<file path="config.mk">
export PLATFORM = sky130hd
export DESIGN_NAME = uart_tx_arbiter
export DESIGN_NICKNAME = d
export VERILOG_FILES = /design/src/rtl/uart_tx_arbiter.sv
export SDC_FILE = /design/constraint.sdc
export NUM_CORES = 1
export LEC_CHECK = 0
export CELL_PAD_IN_SITES_DETAIL_PLACEMENT = 1
export CELL_PAD_IN_SITES_GLOBAL_PLACEMENT = 2
export CORE_MARGIN = 3
export CORE_UTILIZATION = 30
export DETAILED_ROUTE_END_ITERATION = 7
export GPL_TIMING_DRIVEN = 0
export PLACE_DENSITY_LB_ADDON = 0.2
export SETUP_SLACK_MARGIN = 0.4
export SYNTH_ARGS = -nofsm -noshare
export SYNTH_HDL_FRONTEND = slang
export SYNTH_SLANG_ARGS = --single-unit
</file>
<file path="constraint.sdc">
create_clock -name P_CLK -period 5.5 [get_ports P_CLK]
set_clock_uncertainty 0.15 [all_clocks]
set_input_delay 1.1 -clock P_CLK [delete_from_list [all_inputs] [get_ports P_CLK]]
set_output_delay 1.1 -clock P_CLK [all_outputs]
set_load 0.01 [all_outputs]
</file>
<file path="src/rtl/uart_tx_arbiter.sv">
// uart_tx_arbiter
//   Shares one UART transmitter among NUM_REQ requesters. Requests are
//   served round-robin. Each grant loads the requester's byte, strobes the
//   transmitter start, and waits for frame completion or a tick timeout. It
//   then enforces an idle gap of GAP_TICKS baud ticks before the next grant.
//
// Ports
//   P_CLK       system clock, rising edge
//   reset       asynchronous active-high reset
//   i_TICK      16x-oversample baud tick, one P_CLK wide
//   i_REQ       per-requester request level
//   i_DATA      per-requester byte, requester k on [8k+7:8k]
//   o_ACK       one-hot, one-cycle pulse when a requester's frame ends
//   o_TX_DATA   byte presented to the transmitter
//   o_TX_DV     one-cycle data-load strobe
//   o_TX_START  one-cycle transmit start strobe
//   i_TX_DONE   transmitter frame-complete indication
//   o_BUSY      high whenever the FSM is not idle
//   o_OWNER     index of the current or last granted requester
//   o_TIMEOUT   one-cycle pulse when a frame is abandoned
//
// State | meaning
// IDLE  | waiting for any request; grants round-robin and loads the byte
// LOAD  | byte held on o_TX_DATA, load strobe already issued
// START | issues the one-cycle start strobe, clears the tick counter
// WAIT  | counts ticks until i_TX_DONE or timeout, then acknowledges
// GAP   | enforces GAP_TICKS idle ticks before the next grant

module uart_tx_arbiter #(
  parameter int NUM_REQ       = 4,
  parameter int TIMEOUT_TICKS = 256,
  parameter int GAP_TICKS     = 16
) (
  input  logic                       P_CLK,
  input  logic                       reset,
  input  logic                       i_TICK,
  input  logic [NUM_REQ-1:0]         i_REQ,
  input  logic [8*NUM_REQ-1:0]       i_DATA,
  output logic [NUM_REQ-1:0]         o_ACK,
  output logic [7:0]                 o_TX_DATA,
  output logic                       o_TX_DV,
  output logic                       o_TX_START,
  input  logic                       i_TX_DONE,
  output logic                       o_BUSY,
  output logic [$clog2(NUM_REQ)-1:0] o_OWNER,
  output logic                       o_TIMEOUT
);

  localparam int OW       = $clog2(NUM_REQ);
  // One counter serves both WAIT and GAP, so it is sized for the larger limit.
  localparam int CNT_MAXV = (TIMEOUT_TICKS > GAP_TICKS) ? TIMEOUT_TICKS : GAP_TICKS;
  localparam int CW       = $clog2(CNT_MAXV + 1);

  localparam logic [CW-1:0] CNT_SAT = CW'(CNT_MAXV);
  localparam logic [CW-1:0] TO_VAL  = CW'(TIMEOUT_TICKS);
  localparam logic [CW-1:0] GAP_VAL = CW'(GAP_TICKS);

  typedef enum logic [2:0] {IDLE, LOAD, START, WAIT, GAP} state_t;

  state_t              state, state_n;
  logic [7:0]          tx_data_n;
  logic                tx_dv_n, tx_start_n, timeout_n;
  logic [NUM_REQ-1:0]  ack_n, owner_onehot;
  logic [OW-1:0]       owner_n, last_owner, last_n;
  logic [CW-1:0]       cnt, cnt_n, cnt_tick;
  logic [OW-1:0]       grant_idx, cand;
  logic                grant_found;
  logic [7:0]          req_data [NUM_REQ];

  for (genvar k = 0; k < NUM_REQ; k++) begin : g_data
    assign req_data[k] = i_DATA[8*k +: 8];
  end

  assign o_BUSY       = (state != IDLE);
  assign owner_onehot = NUM_REQ'(1) << o_OWNER;

  // Saturating increment: a stuck-high tick stream can never wrap the count
  // back under the timeout limit.
  assign cnt_tick = (i_TICK && (cnt != CNT_SAT)) ? cnt + 1'b1 : cnt;

  // Round-robin search starting just after the last acknowledged requester,
  // so a requester that keeps its request high drops to lowest priority.
  always_comb begin
    grant_found = 1'b0;
    grant_idx   = '0;
    cand        = '0;
    for (int i = 0; i < NUM_REQ; i++) begin
      cand = OW'((int'(last_owner) + 1 + i) % NUM_REQ);
      if (!grant_found && i_REQ[cand]) begin
        grant_found = 1'b1;
        grant_idx   = cand;
      end
    end
  end

  always_comb begin
    state_n    = state;
    tx_data_n  = o_TX_DATA;
    tx_dv_n    = 1'b0;
    tx_start_n = 1'b0;
    ack_n      = '0;
    timeout_n  = 1'b0;
    owner_n    = o_OWNER;
    last_n     = last_owner;
    cnt_n      = cnt;
    unique case (state)
      IDLE: begin
        if (grant_found) begin
          tx_data_n = req_data[grant_idx];
          tx_dv_n   = 1'b1;
          owner_n   = grant_idx;
          state_n   = LOAD;
        end
      end
      LOAD: state_n = START;
      START: begin
        tx_start_n = 1'b1;
        cnt_n      = '0;
        state_n    = WAIT;
      end
      WAIT: begin
        // Completion is checked first so it wins over a same-cycle timeout.
        if (i_TX_DONE) begin
          ack_n   = owner_onehot;
          last_n  = o_OWNER;
          cnt_n   = '0;
          state_n = GAP;
        end else if (cnt_tick >= TO_VAL) begin
          timeout_n = 1'b1;
          ack_n     = owner_onehot;
          last_n    = o_OWNER;
          cnt_n     = '0;
          state_n   = GAP;
        end else begin
          cnt_n = cnt_tick;
        end
      end
      GAP: begin
        if (cnt_tick >= GAP_VAL) begin
          cnt_n   = '0;
          state_n = IDLE;
        end else begin
          cnt_n = cnt_tick;
        end
      end
      default: state_n = IDLE;
    endcase
  end

  always_ff @(posedge P_CLK or posedge reset) begin
    if (reset) begin
      state      <= IDLE;
      o_TX_DATA  <= '0;
      o_TX_DV    <= 1'b0;
      o_TX_START <= 1'b0;
      o_ACK      <= '0;
      o_TIMEOUT  <= 1'b0;
      o_OWNER    <= '0;
      last_owner <= OW'(NUM_REQ - 1);
      cnt        <= '0;
    end else begin
      state      <= state_n;
      o_TX_DATA  <= tx_data_n;
      o_TX_DV    <= tx_dv_n;
      o_TX_START <= tx_start_n;
      o_ACK      <= ack_n;
      o_TIMEOUT  <= timeout_n;
      o_OWNER    <= owner_n;
      last_owner <= last_n;
      cnt        <= cnt_n;
    end
  end

endmodule

</file>
==> flow_results.xml, run 1 <==
<?xml version="1.0" encoding="UTF-8"?>
<metrics>
  <group name="global_routing">
    <metric name="grt_start_max_net_pins" unit="">32</metric>
    <metric name="grt.overflow.total" unit="">0</metric>
    <metric name="grtUsageTotal" unit="%">14.77</metric>
    <metric name="grt_first_pass_wirelength" unit="um">8404</metric>
    <metric name="number_of_global_route_vias_before_repair" unit="">1692</metric>
    <metric name="number_of_antenna_violations_at_the_first_check_in_global_routing" unit="">0</metric>
  </group>
  <group name="floorplan">
    <metric name="die_h" unit="um">83.18</metric>
    <metric name="die_w" unit="um">83.18</metric>
    <metric name="placeableCoreArea" unit="mm^2">0.005642</metric>
    <metric name="initial_utilization" unit="%">31.67</metric>
    <metric name="num_io_pins" unit="">58</metric>
    <metric name="fp.dieArea" unit="mm^2">0.006918</metric>
    <metric name="floorplan.rows" unit="">27</metric>
  </group>
  <group name="cells_and_area">
    <metric name="multi_input_area" unit="um^2">933.4</metric>
    <metric name="regArea" unit="um^2">778.2</metric>
    <metric name="areaGrowthSynthToFinish" unit="%">43.56</metric>
    <metric name="proportion_of_layout_cells_with_a_drive_suffix_above_1" unit="%">11.93</metric>
    <metric name="nFillCells" unit="">651</metric>
    <metric name="final_cells" unit="">315</metric>
    <metric name="post-route-cell-area" unit="mm^2">0.002565</metric>
    <metric name="finalCoreUtilization" unit="%">45.46</metric>
    <metric name="antenna-diode-count" unit="">0</metric>
    <metric name="design.final.nets" unit="">284</metric>
  </group>
  <group name="pwr">
    <metric name="power.ir.vdd_worst" unit="uV">142.0</metric>
    <metric name="power_density" unit="mW/mm^2">412.4</metric>
    <metric name="total_leakage_power" unit="nW">1.152</metric>
  </group>
  <group name="synth">
    <metric name="synth_fp_nets" unit="">220</metric>
    <metric name="synth.mux.area_fraction" unit="%">10.78</metric>
    <metric name="mappedNetlistArea" unit="mm^2">0.001787</metric>
    <metric name="sequential_element_share_of_the_synthesized_area" unit="%">43.56</metric>
    <metric name="postSynthCellCount" unit="">178</metric>
    <metric name="post_synth_and_or_nand_nor_area_fraction" unit="%">19.68</metric>
    <metric name="synth-edff-count" unit="">0</metric>
    <metric name="synthXorXnorAreaFrac" unit="%">0.9804</metric>
    <metric name="most_frequently_used_flop_master_after_synthesis" unit="">sky130_fd_sc_hd__dfrtp_1</metric>
    <metric name="postSynth.asyncResetShare" unit="%">100.0</metric>
    <metric name="yosys.area_share.adder" unit="%">1.401</metric>
    <metric name="yosys_warnings" unit="">0</metric>
    <metric name="avgSynthCellArea" unit="um^2">10.04</metric>
    <metric name="netlist-cell-type-count" unit="">46</metric>
    <metric name="largest_family_of_logic_cells_by_synthesized_area" unit="">simple AND/OR/NAND/NOR gates</metric>
    <metric name="synth-seq-cells" unit="">31</metric>
    <metric name="synth_compound_area_share" unit="%">19.40</metric>
  </group>
  <group name="detailed_routing">
    <metric name="drt_pass1_iterations" unit="">4</metric>
    <metric name="drt_iter0_markers" unit="">46</metric>
    <metric name="routed-via-count" unit="">1609</metric>
    <metric name="per_cell_routed_wire_length" unit="um">15.48</metric>
    <metric name="remaining_drc_errors" unit="">0</metric>
    <metric name="drtAntennaViolNets" unit="">0</metric>
    <metric name="routed_via_density" unit="">5.108</metric>
    <metric name="routed_wl" unit="um">4875</metric>
  </group>
  <group name="sta">
    <metric name="post-route-min-period" unit="ps">3054</metric>
    <metric name="timing.setup.tns" unit="ps">0</metric>
    <metric name="worst_slew_pin_slew" unit="ps">1190</metric>
    <metric name="postLayoutSetupSlackWorst" unit="ps">2446</metric>
    <metric name="grt_setup_unrepaired" unit="">no</metric>
    <metric name="finalSetupViolations" unit="">0</metric>
    <metric name="relSlewSlack" unit="%">20.55</metric>
    <metric name="fin_crit_sh" unit="%">55.52</metric>
    <metric name="timing.fmax" unit="MHz">327.5</metric>
    <metric name="finalHoldViolations" unit="">0</metric>
    <metric name="final-max-slew-violation-count" unit="">0</metric>
  </group>
  <group name="clock_tree">
    <metric name="number_of_cts_inserted_buffers" unit="">5</metric>
    <metric name="post_cts_hold_buffer_count" unit="">0</metric>
    <metric name="clk_transition_reported_paths" unit="ps">60</metric>
    <metric name="cts.repair_timing.setup_buffer_count" unit="">0</metric>
    <metric name="ctsResizeCount" unit="">0</metric>
    <metric name="insertion_delay" unit="ps">280</metric>
    <metric name="clk_path_buf_depth" unit="">2</metric>
    <metric name="cts.sink_count" unit="">31</metric>
    <metric name="clock-root-buffer" unit="">sky130_fd_sc_hd__clkbuf_8</metric>
    <metric name="cts_tree" unit="">done</metric>
    <metric name="h_tree_levels" unit="">2</metric>
  </group>
  <group name="worst_setup_path">
    <metric name="reg2reg_depth" unit="">7</metric>
    <metric name="crit_path_top_delay_cell" unit="">sky130_fd_sc_hd__clkdlybuf4s50_1</metric>
    <metric name="cp_launch_type" unit="">primary input</metric>
    <metric name="critical_path.max_fanout" unit="">10</metric>
    <metric name="critical_path_class" unit="">in -&gt; reg</metric>
    <metric name="worst-path-buf-inv" unit="">3</metric>
    <metric name="max_stage_delay" unit="ps">530</metric>
    <metric name="cp_data_arrival_time" unit="ps">3070</metric>
    <metric name="crit_path_cell_trace" unit="">clkdlybuf4s50_1 &gt; nor2b_1 &gt; a21oi_1 &gt; o221ai_1 &gt; buf_2 &gt; buf_6 &gt; mux2i_1 &gt; o22ai_1 &gt; a21o_1</metric>
    <metric name="endpoint_kind" unit="">flip-flop</metric>
    <metric name="critical_path.top_delay_family" unit="">buffers and inverters</metric>
    <metric name="required" unit="ps">5520</metric>
    <metric name="timing.critical_path.depth" unit="">9</metric>
  </group>
  <group name="placed_design">
    <metric name="port_buffer_cells" unit="">57</metric>
    <metric name="placed_area" unit="mm^2">0.002447</metric>
    <metric name="placedCellCount" unit="">307</metric>
    <metric name="gp_congestion" unit="">0.7439</metric>
    <metric name="dp_slack" unit="ps">2138</metric>
    <metric name="dpl.hpwl" unit="um">3781</metric>
  </group>
  <group name="run_status">
    <metric name="run_status" unit="">complete, no violations</metric>
  </group>
  <group name="min_path">
    <metric name="min_delay_path_depth" unit="">1</metric>
    <metric name="holdCritPathClass" unit="">reg -&gt; reg</metric>
  </group>
  <group name="job">
    <metric name="cap_viol_max_count" unit="">0</metric>
  </group>
</metrics>
-- state kept, by name, summed over array words and instances, names as in the netlist --
signal / cells
cnt: 9
last_owner: 2
o_ACK: 4
o_OWNER: 2
o_TIMEOUT: 1
o_TX_DATA: 8
o_TX_DV: 1
o_TX_START: 1
state: 3
-- power by group --
group / switching [mW] / leakage [nW] / total (mW) / internal (mW)
logic: 0.218 / 0.690 / 0.464 / 0.246
clock network: 0.0850 / 0.0612 / 0.232 / 0.146
registers: 0.0601 / 0.400 / 0.362 / 0.302
-- cells in the mapped netlist, drive strengths merged, types with 2 or more instances --
master   n  area [um^2]
dfrtp   29        725.7
mux2i   17        170.2
nor2    11        41.29
nand2   10        37.54
o21ai   10        50.05
o22ai    9        56.30
a21o     8        60.06
inv      8        30.03
buf      7        41.29
nand2b   6        37.54
nor3     6        30.03
a21oi    5        25.02
nor2b    5        31.28
and3     4        30.03
o31ai    4        35.03
a211o    3        26.28
a31oi    3        25.02
nand3    3        15.01
nand4    3        25.02
or3      3        18.77
and2     2        12.51
and4     2        20.02
dfstp    2        52.55
ha       2        25.02
mux2     2        22.52
xnor2    2        17.52
-- cell type report --
class                           count  share of cell area [%]
Multi-Input combinational cell    131                   36.39
Sequential cell                    31                   30.34
Timing Repair Buffer               57                   22.24
Tap cell                           72                   3.512
Clock buffer                        6                   3.220
Buffer                              8                   1.756
Clock inverter                      2                   1.366
Inverter                            8                   1.171
-- path summary, 6_finish.rpt --
path / startpoint / endpoint / slack (ps)
max: i_REQ[3] / o_TX_DATA[1] / 2450
max reg2reg: cnt[0] / cnt[0] / 3200
min in group asynchronous: reset / cnt[8] / 1300
min reg2reg: o_TX_DATA[6] / o_TX_DATA[6] / 330
min: o_TX_DATA[6] / o_TX_DATA[6] / 330
max in group asynchronous: reset / o_TX_DV / 3190
-- metal layers --
metal / vias up / global-route usage (%) / part of all wire, %
met2: 52 / 22.89 / 44
met5: - / 0 / 0
li1: 781 / - / -
met3: 9 / 4.663 / 5.6
met1: 767 / 19.83 / 48
met4: 0 / 4.160 / 1.7
-- through the flow --
stage | hold WS (ps) | power, mW
finish | 326.0 | 1.058
global route | 336.4 | 1.133
CTS | 330.3 | 1.079
detailed placement | 315.3 | 0.8425
global placement | 308.9 | 0.8338
floorplan | 327.4 | 0.6309
-- logic make-up after synthesis --
kind of cell    after synthesis
simple gates                 61
compound gates               47
flops                        31
mux                          19
buf+inv                      16
xor+xnor                      2
fa+ha+maj                     2
-- placed cells by master (no fill, tap or decap), drive strengths merged, types with 4 or more instances in the layout --
cell type,netlist,routed
nor2,11,11
nor2b,5,5
nand2b,6,6
clkdlybuf4s50,0,57
a21o,8,8
nand2,10,10
clkbuf,1,7
a21oi,5,5
buf,7,7
o21ai,10,10
inv,8,8
dfrtp,29,29
o31ai,4,4
nor3,6,6
o22ai,9,9
and3,4,4
mux2i,17,17
-- worst reg2reg max path: stages (launching register included) --
cell and delay [ps]:
sky130_fd_sc_hd__dfrtp_1 440, sky130_fd_sc_hd__ha_1 260, sky130_fd_sc_hd__and3_4 220, sky130_fd_sc_hd__a31oi_2 260, sky130_fd_sc_hd__nor3_1 130, sky130_fd_sc_hd__a41oi_4 280, sky130_fd_sc_hd__o22ai_1 170, sky130_fd_sc_hd__mux2_2 290
Note: power is estimated with default switching activity, not from simulation.
==> inputs of run 2 (changes only) <==
--- a/config.mk
+++ b/config.mk
@@ -8,7 +8,7 @@
 export CELL_PAD_IN_SITES_DETAIL_PLACEMENT = 1
 export CELL_PAD_IN_SITES_GLOBAL_PLACEMENT = 2
 export CORE_MARGIN = 3
-export CORE_UTILIZATION = 30
+export CORE_UTILIZATION = 27
 export DETAILED_ROUTE_END_ITERATION = 7
 export GPL_TIMING_DRIVEN = 0
 export PLACE_DENSITY_LB_ADDON = 0.2
==> constraint.sdc (replaced) <==
create_clock -name P_CLK -period 2.85 [get_ports P_CLK]
set_clock_uncertainty 0.15 [all_clocks]
set_input_delay 0.57 -clock P_CLK [delete_from_list [all_inputs] [get_ports P_CLK]]
set_output_delay 0.57 -clock P_CLK [all_outputs]
set_load 0.01 [all_outputs]
==> flow_results.xml, run 2 (synthesized netlist as in run 1, its figures left out) <==
<?xml version="1.0" encoding="UTF-8"?>
<metrics>
  <group name="worst_setup_path">
    <metric name="timing.critical_path.from" unit="">state[1]</metric>
    <metric name="crit_path_cell_trace" unit="">or3_1 &gt; clkdlybuf4s50_1</metric>
    <metric name="critical_path.max_fanout" unit="">7</metric>
    <metric name="cp_launch_type" unit="">flip-flop</metric>
    <metric name="endpoint_kind" unit="">primary output</metric>
    <metric name="critical_path_class" unit="">reg -&gt; out</metric>
    <metric name="rrSetupSlack" unit="ps">540</metric>
    <metric name="worst_r2r_startpoint" unit="">cnt[0]</metric>
    <metric name="worstSetupEndpoint" unit="">o_BUSY</metric>
    <metric name="worstReg2RegEnd" unit="">cnt[2]</metric>
    <metric name="reg2reg_depth" unit="">7</metric>
    <metric name="max_stage_delay" unit="ps">490</metric>
    <metric name="required" unit="ps">2130</metric>
    <metric name="crit_path_top_delay_cell" unit="">sky130_fd_sc_hd__clkdlybuf4s50_1</metric>
    <metric name="cp_data_arrival_time" unit="ps">1600</metric>
  </group>
  <group name="sta">
    <metric name="timing.setup.tns" unit="ps">0</metric>
    <metric name="finalHoldViolations" unit="">0</metric>
    <metric name="fin_crit_sh" unit="%">81.57</metric>
    <metric name="postLayoutSetupSlackWorst" unit="ps">525.4</metric>
    <metric name="timing.fmax" unit="MHz">430.2</metric>
    <metric name="post-route-min-period" unit="ps">2325</metric>
    <metric name="relSlewSlack" unit="%">58.30</metric>
    <metric name="finalSetupViolations" unit="">0</metric>
    <metric name="grt_setup_unrepaired" unit="">yes</metric>
    <metric name="worst_slew_pin_slew" unit="ps">621.7</metric>
    <metric name="final-max-slew-violation-count" unit="">0</metric>
  </group>
  <group name="placed_design">
    <metric name="port_buffer_cells" unit="">57</metric>
    <metric name="gp_congestion" unit="">0.7260</metric>
    <metric name="dpl.hpwl" unit="um">3785</metric>
    <metric name="dp_slack" unit="ps">31.81</metric>
  </group>
  <group name="detailed_routing">
    <metric name="routed_via_density" unit="">4.852</metric>
    <metric name="drt_iter0_markers" unit="">67</metric>
    <metric name="remaining_drc_errors" unit="">0</metric>
    <metric name="routed_wl" unit="um">5047</metric>
    <metric name="per_cell_routed_wire_length" unit="um">15.58</metric>
    <metric name="drtAntennaViolNets" unit="">0</metric>
    <metric name="drt_pass1_iterations" unit="">5</metric>
    <metric name="routed-via-count" unit="">1572</metric>
  </group>
  <group name="pwr">
    <metric name="total_leakage_power" unit="nW">1.184</metric>
    <metric name="design_power_total" unit="mW">2.109</metric>
    <metric name="power_density" unit="mW/mm^2">800.2</metric>
    <metric name="power.ir.vdd_worst" unit="uV">475.8</metric>
  </group>
  <group name="run_status">
    <metric name="run_status" unit="">complete, no violations</metric>
  </group>
  <group name="floorplan">
    <metric name="die_h" unit="um">87.35</metric>
    <metric name="fp.dieArea" unit="mm^2">0.007629</metric>
    <metric name="floorplan.rows" unit="">29</metric>
    <metric name="placeableCoreArea" unit="mm^2">0.006386</metric>
    <metric name="num_io_pins" unit="">58</metric>
    <metric name="die_w" unit="um">87.35</metric>
    <metric name="initial_utilization" unit="%">27.98</metric>
  </group>
  <group name="global_routing">
    <metric name="grt.overflow.total" unit="">0</metric>
    <metric name="grtUsageTotal" unit="%">13.68</metric>
    <metric name="grt_first_pass_wirelength" unit="um">8252</metric>
    <metric name="grt_start_max_net_pins" unit="">32</metric>
    <metric name="number_of_global_route_vias_before_repair" unit="">1636</metric>
    <metric name="number_of_antenna_violations_at_the_first_check_in_global_routing" unit="">0</metric>
  </group>
  <group name="cells_and_area">
    <metric name="max_flop_register" unit="">cnt</metric>
    <metric name="final_cell_mix" unit="">sky130_fd_sc_hd__clkdlybuf4s50_1, sky130_fd_sc_hd__dfrtp_1, sky130_fd_sc_hd__mux2i_1</metric>
    <metric name="largest_registers" unit="">cnt: 9 flops, o_TX_DATA: 8 flops, o_ACK: 4 flops</metric>
    <metric name="largest_register_ff_count" unit="">9</metric>
    <metric name="proportion_of_layout_cells_with_a_drive_suffix_above_1" unit="%">14.57</metric>
    <metric name="layout.cells.most_common" unit="">sky130_fd_sc_hd__clkdlybuf4s50_1</metric>
    <metric name="design.final.nets" unit="">288</metric>
    <metric name="antenna-diode-count" unit="">0</metric>
    <metric name="areaGrowthSynthToFinish" unit="%">47.55</metric>
  </group>
  <group name="clock_tree">
    <metric name="clock-root-buffer" unit="">sky130_fd_sc_hd__clkbuf_8</metric>
    <metric name="number_of_cts_inserted_buffers" unit="">5</metric>
    <metric name="h_tree_levels" unit="">2</metric>
    <metric name="cts.sink_count" unit="">31</metric>
    <metric name="clk_transition_reported_paths" unit="ps">70</metric>
    <metric name="clk_path_buf_depth" unit="">2</metric>
    <metric name="cts_tree" unit="">done</metric>
    <metric name="insertion_delay" unit="ps">280</metric>
  </group>
  <group name="job">
    <metric name="cap_viol_max_count" unit="">0</metric>
  </group>
  <group name="min_path">
    <metric name="holdCritPathClass" unit="">reg -&gt; reg</metric>
  </group>
</metrics>
## run 2: critical path, delay by kind of cell, from the launching register on
kind | cells | cell delay (ps)
buf+inv | 1 | 490
flops | 1 | 450
simple gates | 1 | 380
## run 2: what timing repair did
item,in CTS,in global routing
gates resized for setup,3,4
hold buffers,0,0
setup endpoints to repair,11,10
pin swaps,2,1
setup buffers,0,3
## run 2: per-layer routing
metal	vias up	wire length [um]	global-route usage (%)
li1	788	-	-
met1	751	2444	19.01
met2	29	2391	21.44
met3	4	174	3.122
met4	0	36	3.347
met5	-	0	0
## run 2: area by class of cell
type / count / area [um^2]
flip-flops and latches: 31 / 778.2
clock buffers: 6 / 82.58
plain buffers: 8 / 52.55
multi-input cells: 131 / 942.2
repair buffers: 61 / 619.3
inverters: 8 / 30.03
fillers: 738 / 3750
well taps: 77 / 96.34
clock inverters: 2 / 35.03
## run 2: worst min-delay path by stage
stage	start	endpoint	slack (ps)	depth (start not counted)
2_1_floorplan	last_owner[0]	last_owner[0]	330	2
3_3_place_gp	o_TX_DATA[1]	o_TX_DATA[1]	310	1
3_5_place_dp	o_TX_DATA[1]	o_TX_DATA[1]	320	1
4_1_cts	o_TX_DATA[1]	o_TX_DATA[1]	330	1
5_1_grt	o_TX_DATA[5]	o_TX_DATA[5]	340	1
6_report	o_TX_DATA[7]	o_TX_DATA[7]	330	1
## run 2: through the flow
| stage | utilization [%] | area, um^2 | instances | hold slack, ps |
|---|---|---|---|---|
| floorplan | - | 1787 | 178 | 327.4 |
| global placement | 38.42 | 2454 | 312 | 309.7 |
| detailed placement | 38.42 | 2454 | 312 | 317.4 |
| CTS | 40.38 | 2579 | 320 | 333.4 |
| global route | 41.28 | 2636 | 324 | 341.2 |
| finish | 41.28 | 2636 | 324 | 330.7 |
## run 2: power breakdown
| group | switching [mW] | total (mW) | leakage [nW] | internal (mW) |
|---|---|---|---|---|
| clock network | 0.175 | 0.458 | 0.0612 | 0.283 |
| logic | 0.435 | 0.948 | 0.722 | 0.514 |
| registers | 0.120 | 0.703 | 0.400 | 0.583 |
| total | 0.730 | 2.11 | 1.18 | 1.38 |
==> inputs of run 3 (changes only) <==
==> constraint.sdc (replaced) <==
create_clock -name P_CLK -period 2.25 [get_ports P_CLK]
set_clock_uncertainty 0.15 [all_clocks]
set_input_delay 0.45 -clock P_CLK [delete_from_list [all_inputs] [get_ports P_CLK]]
set_output_delay 0.45 -clock P_CLK [all_outputs]
set_load 0.01 [all_outputs]
==> flow_results.xml, run 3 (synthesized netlist as in run 1, its figures left out) <==
<?xml version="1.0" encoding="UTF-8"?>
<metrics>
  <group name="floorplan">
    <metric name="num_io_pins" unit="">58</metric>
    <metric name="die_h" unit="um">87.35</metric>
    <metric name="die_w" unit="um">87.35</metric>
    <metric name="initial_utilization" unit="%">27.98</metric>
    <metric name="placeableCoreArea" unit="mm^2">0.006386</metric>
    <metric name="fp.dieArea" unit="mm^2">0.007629</metric>
    <metric name="floorplan.rows" unit="">29</metric>
  </group>
  <group name="cells_and_area">
    <metric name="proportion_of_layout_cells_with_a_drive_suffix_above_1" unit="%">30.57</metric>
    <metric name="areaGrowthSynthToFinish" unit="%">67.65</metric>
    <metric name="final_cell_mix" unit="">sky130_fd_sc_hd__clkdlybuf4s50_1, sky130_fd_sc_hd__dfrtp_1, sky130_fd_sc_hd__buf_4</metric>
    <metric name="layout.cells.most_common" unit="">sky130_fd_sc_hd__clkdlybuf4s50_1</metric>
    <metric name="post-route-cell-area" unit="mm^2">0.002995</metric>
    <metric name="largest_registers" unit="">cnt: 9 flops, o_TX_DATA: 8 flops, o_ACK: 4 flops</metric>
    <metric name="max_flop_register" unit="">cnt</metric>
    <metric name="design.final.nets" unit="">306</metric>
    <metric name="largest_register_ff_count" unit="">9</metric>
    <metric name="antenna-diode-count" unit="">0</metric>
  </group>
  <group name="pwr">
    <metric name="power.clock.fraction" unit="%">14.9</metric>
    <metric name="power.internal" unit="mW">1.900</metric>
    <metric name="design_power_total" unit="mW">2.968</metric>
    <metric name="combPwrFrac" unit="%">56.1</metric>
    <metric name="power.ir.vdd_worst" unit="uV">411.0</metric>
    <metric name="power.switching" unit="mW">1.068</metric>
    <metric name="seqPwrFrac" unit="%">28.9</metric>
    <metric name="total_leakage_power" unit="nW">1.341</metric>
    <metric name="power.share.switching" unit="%">35.99</metric>
    <metric name="power_density" unit="mW/mm^2">990.9</metric>
  </group>
  <group name="worst_setup_path">
    <metric name="crit_path_cell_trace" unit="">ha_4 &gt; and3_4 &gt; a31oi_4 &gt; buf_4 &gt; or3_1 &gt; buf_6 &gt; a21oi_2 &gt; o21ai_1 &gt; o31ai_1</metric>
    <metric name="critical_path.max_fanout" unit="">7</metric>
    <metric name="crit_path_top_delay_cell" unit="">sky130_fd_sc_hd__dfrtp_2</metric>
    <metric name="worst-path-buf-inv" unit="">2</metric>
    <metric name="cp_data_arrival_time" unit="ps">2160</metric>
    <metric name="critical_path_class" unit="">reg -&gt; reg</metric>
    <metric name="cp_launch_type" unit="">flip-flop</metric>
    <metric name="critical_path.top_delay_family" unit="">simple AND/OR/NAND/NOR gates</metric>
    <metric name="required" unit="ps">2290</metric>
    <metric name="endpoint_kind" unit="">flip-flop</metric>
    <metric name="max_stage_delay" unit="ps">390</metric>
  </group>
  <group name="detailed_routing">
    <metric name="per_cell_routed_wire_length" unit="um">16.34</metric>
    <metric name="routed_wl" unit="um">5587</metric>
    <metric name="remaining_drc_errors" unit="">0</metric>
    <metric name="routed_via_density" unit="">5.026</metric>
    <metric name="drt_iter0_markers" unit="">34</metric>
    <metric name="routed-via-count" unit="">1719</metric>
    <metric name="drt_pass1_iterations" unit="">4</metric>
    <metric name="drtAntennaViolNets" unit="">0</metric>
  </group>
  <group name="sta">
    <metric name="relSlewSlack" unit="%">66.26</metric>
    <metric name="final-max-slew-violation-count" unit="">0</metric>
    <metric name="worst_slew_pin_slew" unit="ps">504.2</metric>
    <metric name="grt_setup_unrepaired" unit="">yes</metric>
    <metric name="finalHoldViolations" unit="">0</metric>
    <metric name="timing.setup.tns" unit="ps">0</metric>
    <metric name="finalSetupViolations" unit="">0</metric>
    <metric name="postLayoutSetupSlackWorst" unit="ps">132.6</metric>
    <metric name="fin_crit_sh" unit="%">94.11</metric>
    <metric name="post-route-min-period" unit="ps">2117</metric>
    <metric name="timing.fmax" unit="MHz">472.3</metric>
  </group>
  <group name="global_routing">
    <metric name="grtUsageTotal" unit="%">14.92</metric>
    <metric name="grt_start_max_net_pins" unit="">32</metric>
    <metric name="grt.overflow.total" unit="">0</metric>
    <metric name="grt_first_pass_wirelength" unit="um">8873</metric>
    <metric name="number_of_global_route_vias_before_repair" unit="">1729</metric>
    <metric name="number_of_antenna_violations_at_the_first_check_in_global_routing" unit="">0</metric>
  </group>
  <group name="placed_design">
    <metric name="port_buffer_cells" unit="">57</metric>
    <metric name="dp_slack" unit="ps">-422.1</metric>
    <metric name="placed_area" unit="mm^2">0.002485</metric>
    <metric name="dpl.hpwl" unit="um">3817</metric>
    <metric name="gp_congestion" unit="">0.7531</metric>
  </group>
  <group name="clock_tree">
    <metric name="insertion_delay" unit="ps">280</metric>
    <metric name="h_tree_levels" unit="">2</metric>
    <metric name="clk_path_buf_depth" unit="">2</metric>
    <metric name="clock-root-buffer" unit="">sky130_fd_sc_hd__clkbuf_8</metric>
    <metric name="cts_tree" unit="">done</metric>
    <metric name="clk_transition_reported_paths" unit="ps">80</metric>
    <metric name="cts.sink_count" unit="">31</metric>
    <metric name="number_of_cts_inserted_buffers" unit="">5</metric>
    <metric name="post_cts_hold_buffer_count" unit="">0</metric>
  </group>
  <group name="job">
    <metric name="cap_viol_max_count" unit="">0</metric>
  </group>
  <group name="min_path">
    <metric name="holdCritPathClass" unit="">in -&gt; async</metric>
  </group>
  <group name="run_status">
    <metric name="run_status" unit="">complete, no violations</metric>
  </group>
</metrics>
==> run 3: changes by cell type in the layout (fill, tap and decap cells not counted), sizes merged, moves of 2 or more <==
cell	previous run	this run
dlygate4sd2	1	4
clkdlybuf4s50	56	51
buf	11	29
clkinvlp	0	2
==> run 3: final cells by class <==
class                      instances  area [um^2]
fill                             695         3391
multi-input combinational        131         1112
timing repair buffer              79        803.3
sequential                        31        785.8
tap                               77        96.34
buffer                             8        76.32
clock buffer                       5        68.82
inverter                           8        32.53
clock inverter                     3        20.02
==> run 3: per-layer routing <==
metal,track usage (%),wire length [um],up-vias
met5,0,0,-
met4,4.603,72,0
met3,2.838,406,7
met2,23.70,2470,55
met1,20.45,2637,830
li1,-,-,827
==> run 3: worst register-to-register path, cell delays in order, from the launching register on <==
cell	delay, ps
sky130_fd_sc_hd__dfrtp_2	390
sky130_fd_sc_hd__ha_4	150
sky130_fd_sc_hd__and3_4	220
sky130_fd_sc_hd__a31oi_4	130
sky130_fd_sc_hd__buf_4	170
sky130_fd_sc_hd__or3_1	380
sky130_fd_sc_hd__buf_6	150
sky130_fd_sc_hd__a21oi_2	110
sky130_fd_sc_hd__o21ai_1	80
sky130_fd_sc_hd__o31ai_1	100
==> run 3: timing repair <==
action	in CTS	in global routing
setup endpoints to repair	29	29
pin swaps	14	8
setup buffers	15	5
resized for setup	34	26
hold endpoints to repair	0	0
gates cloned	1	0
==> run 3: path summary, 6_finish.rpt <==
kind | from | endpoint | slack [ps] | cells past startpoint
hold reg to reg | o_TX_DATA[7] | o_TX_DATA[7] | 330 | 1
max in group asynchronous | reset | last_owner[0] | 1090 | 3
setup / recovery | cnt[1] | cnt[4] | 130 | 9
min in group P_CLK | o_TX_DATA[7] | o_TX_DATA[7] | 330 | 1
setup reg to reg | cnt[1] | cnt[4] | 130 | 9
hold / removal | reset | cnt[3] | 310 | 2
==> run 3: power groups by stage <==
stage	sequential, mW	combinational, mW	clock, mW
finish	0.858	1.67	0.443
global route	0.880	1.81	0.482
CTS	0.863	1.53	0.463
detailed placement	0.900	1.19	0
global placement	0.895	1.18	0
floorplan	0.924	0.640	0
==> run 3: stage by stage <==
| step | cells | hold WS (ps) | utilization (%) |
|---|---|---|---|
| 3_5_place_dp | 312 | 316.3 | 38.91 |
| 5_1_grt | 342 | 335.6 | 46.90 |
| 6_report | 342 | 310.0 | 46.90 |
| 3_3_place_gp | 312 | 307.5 | 38.91 |
| 2_1_floorplan | 178 | 327.4 | - |
| 4_1_cts | 336 | 333.5 | 44.20 |
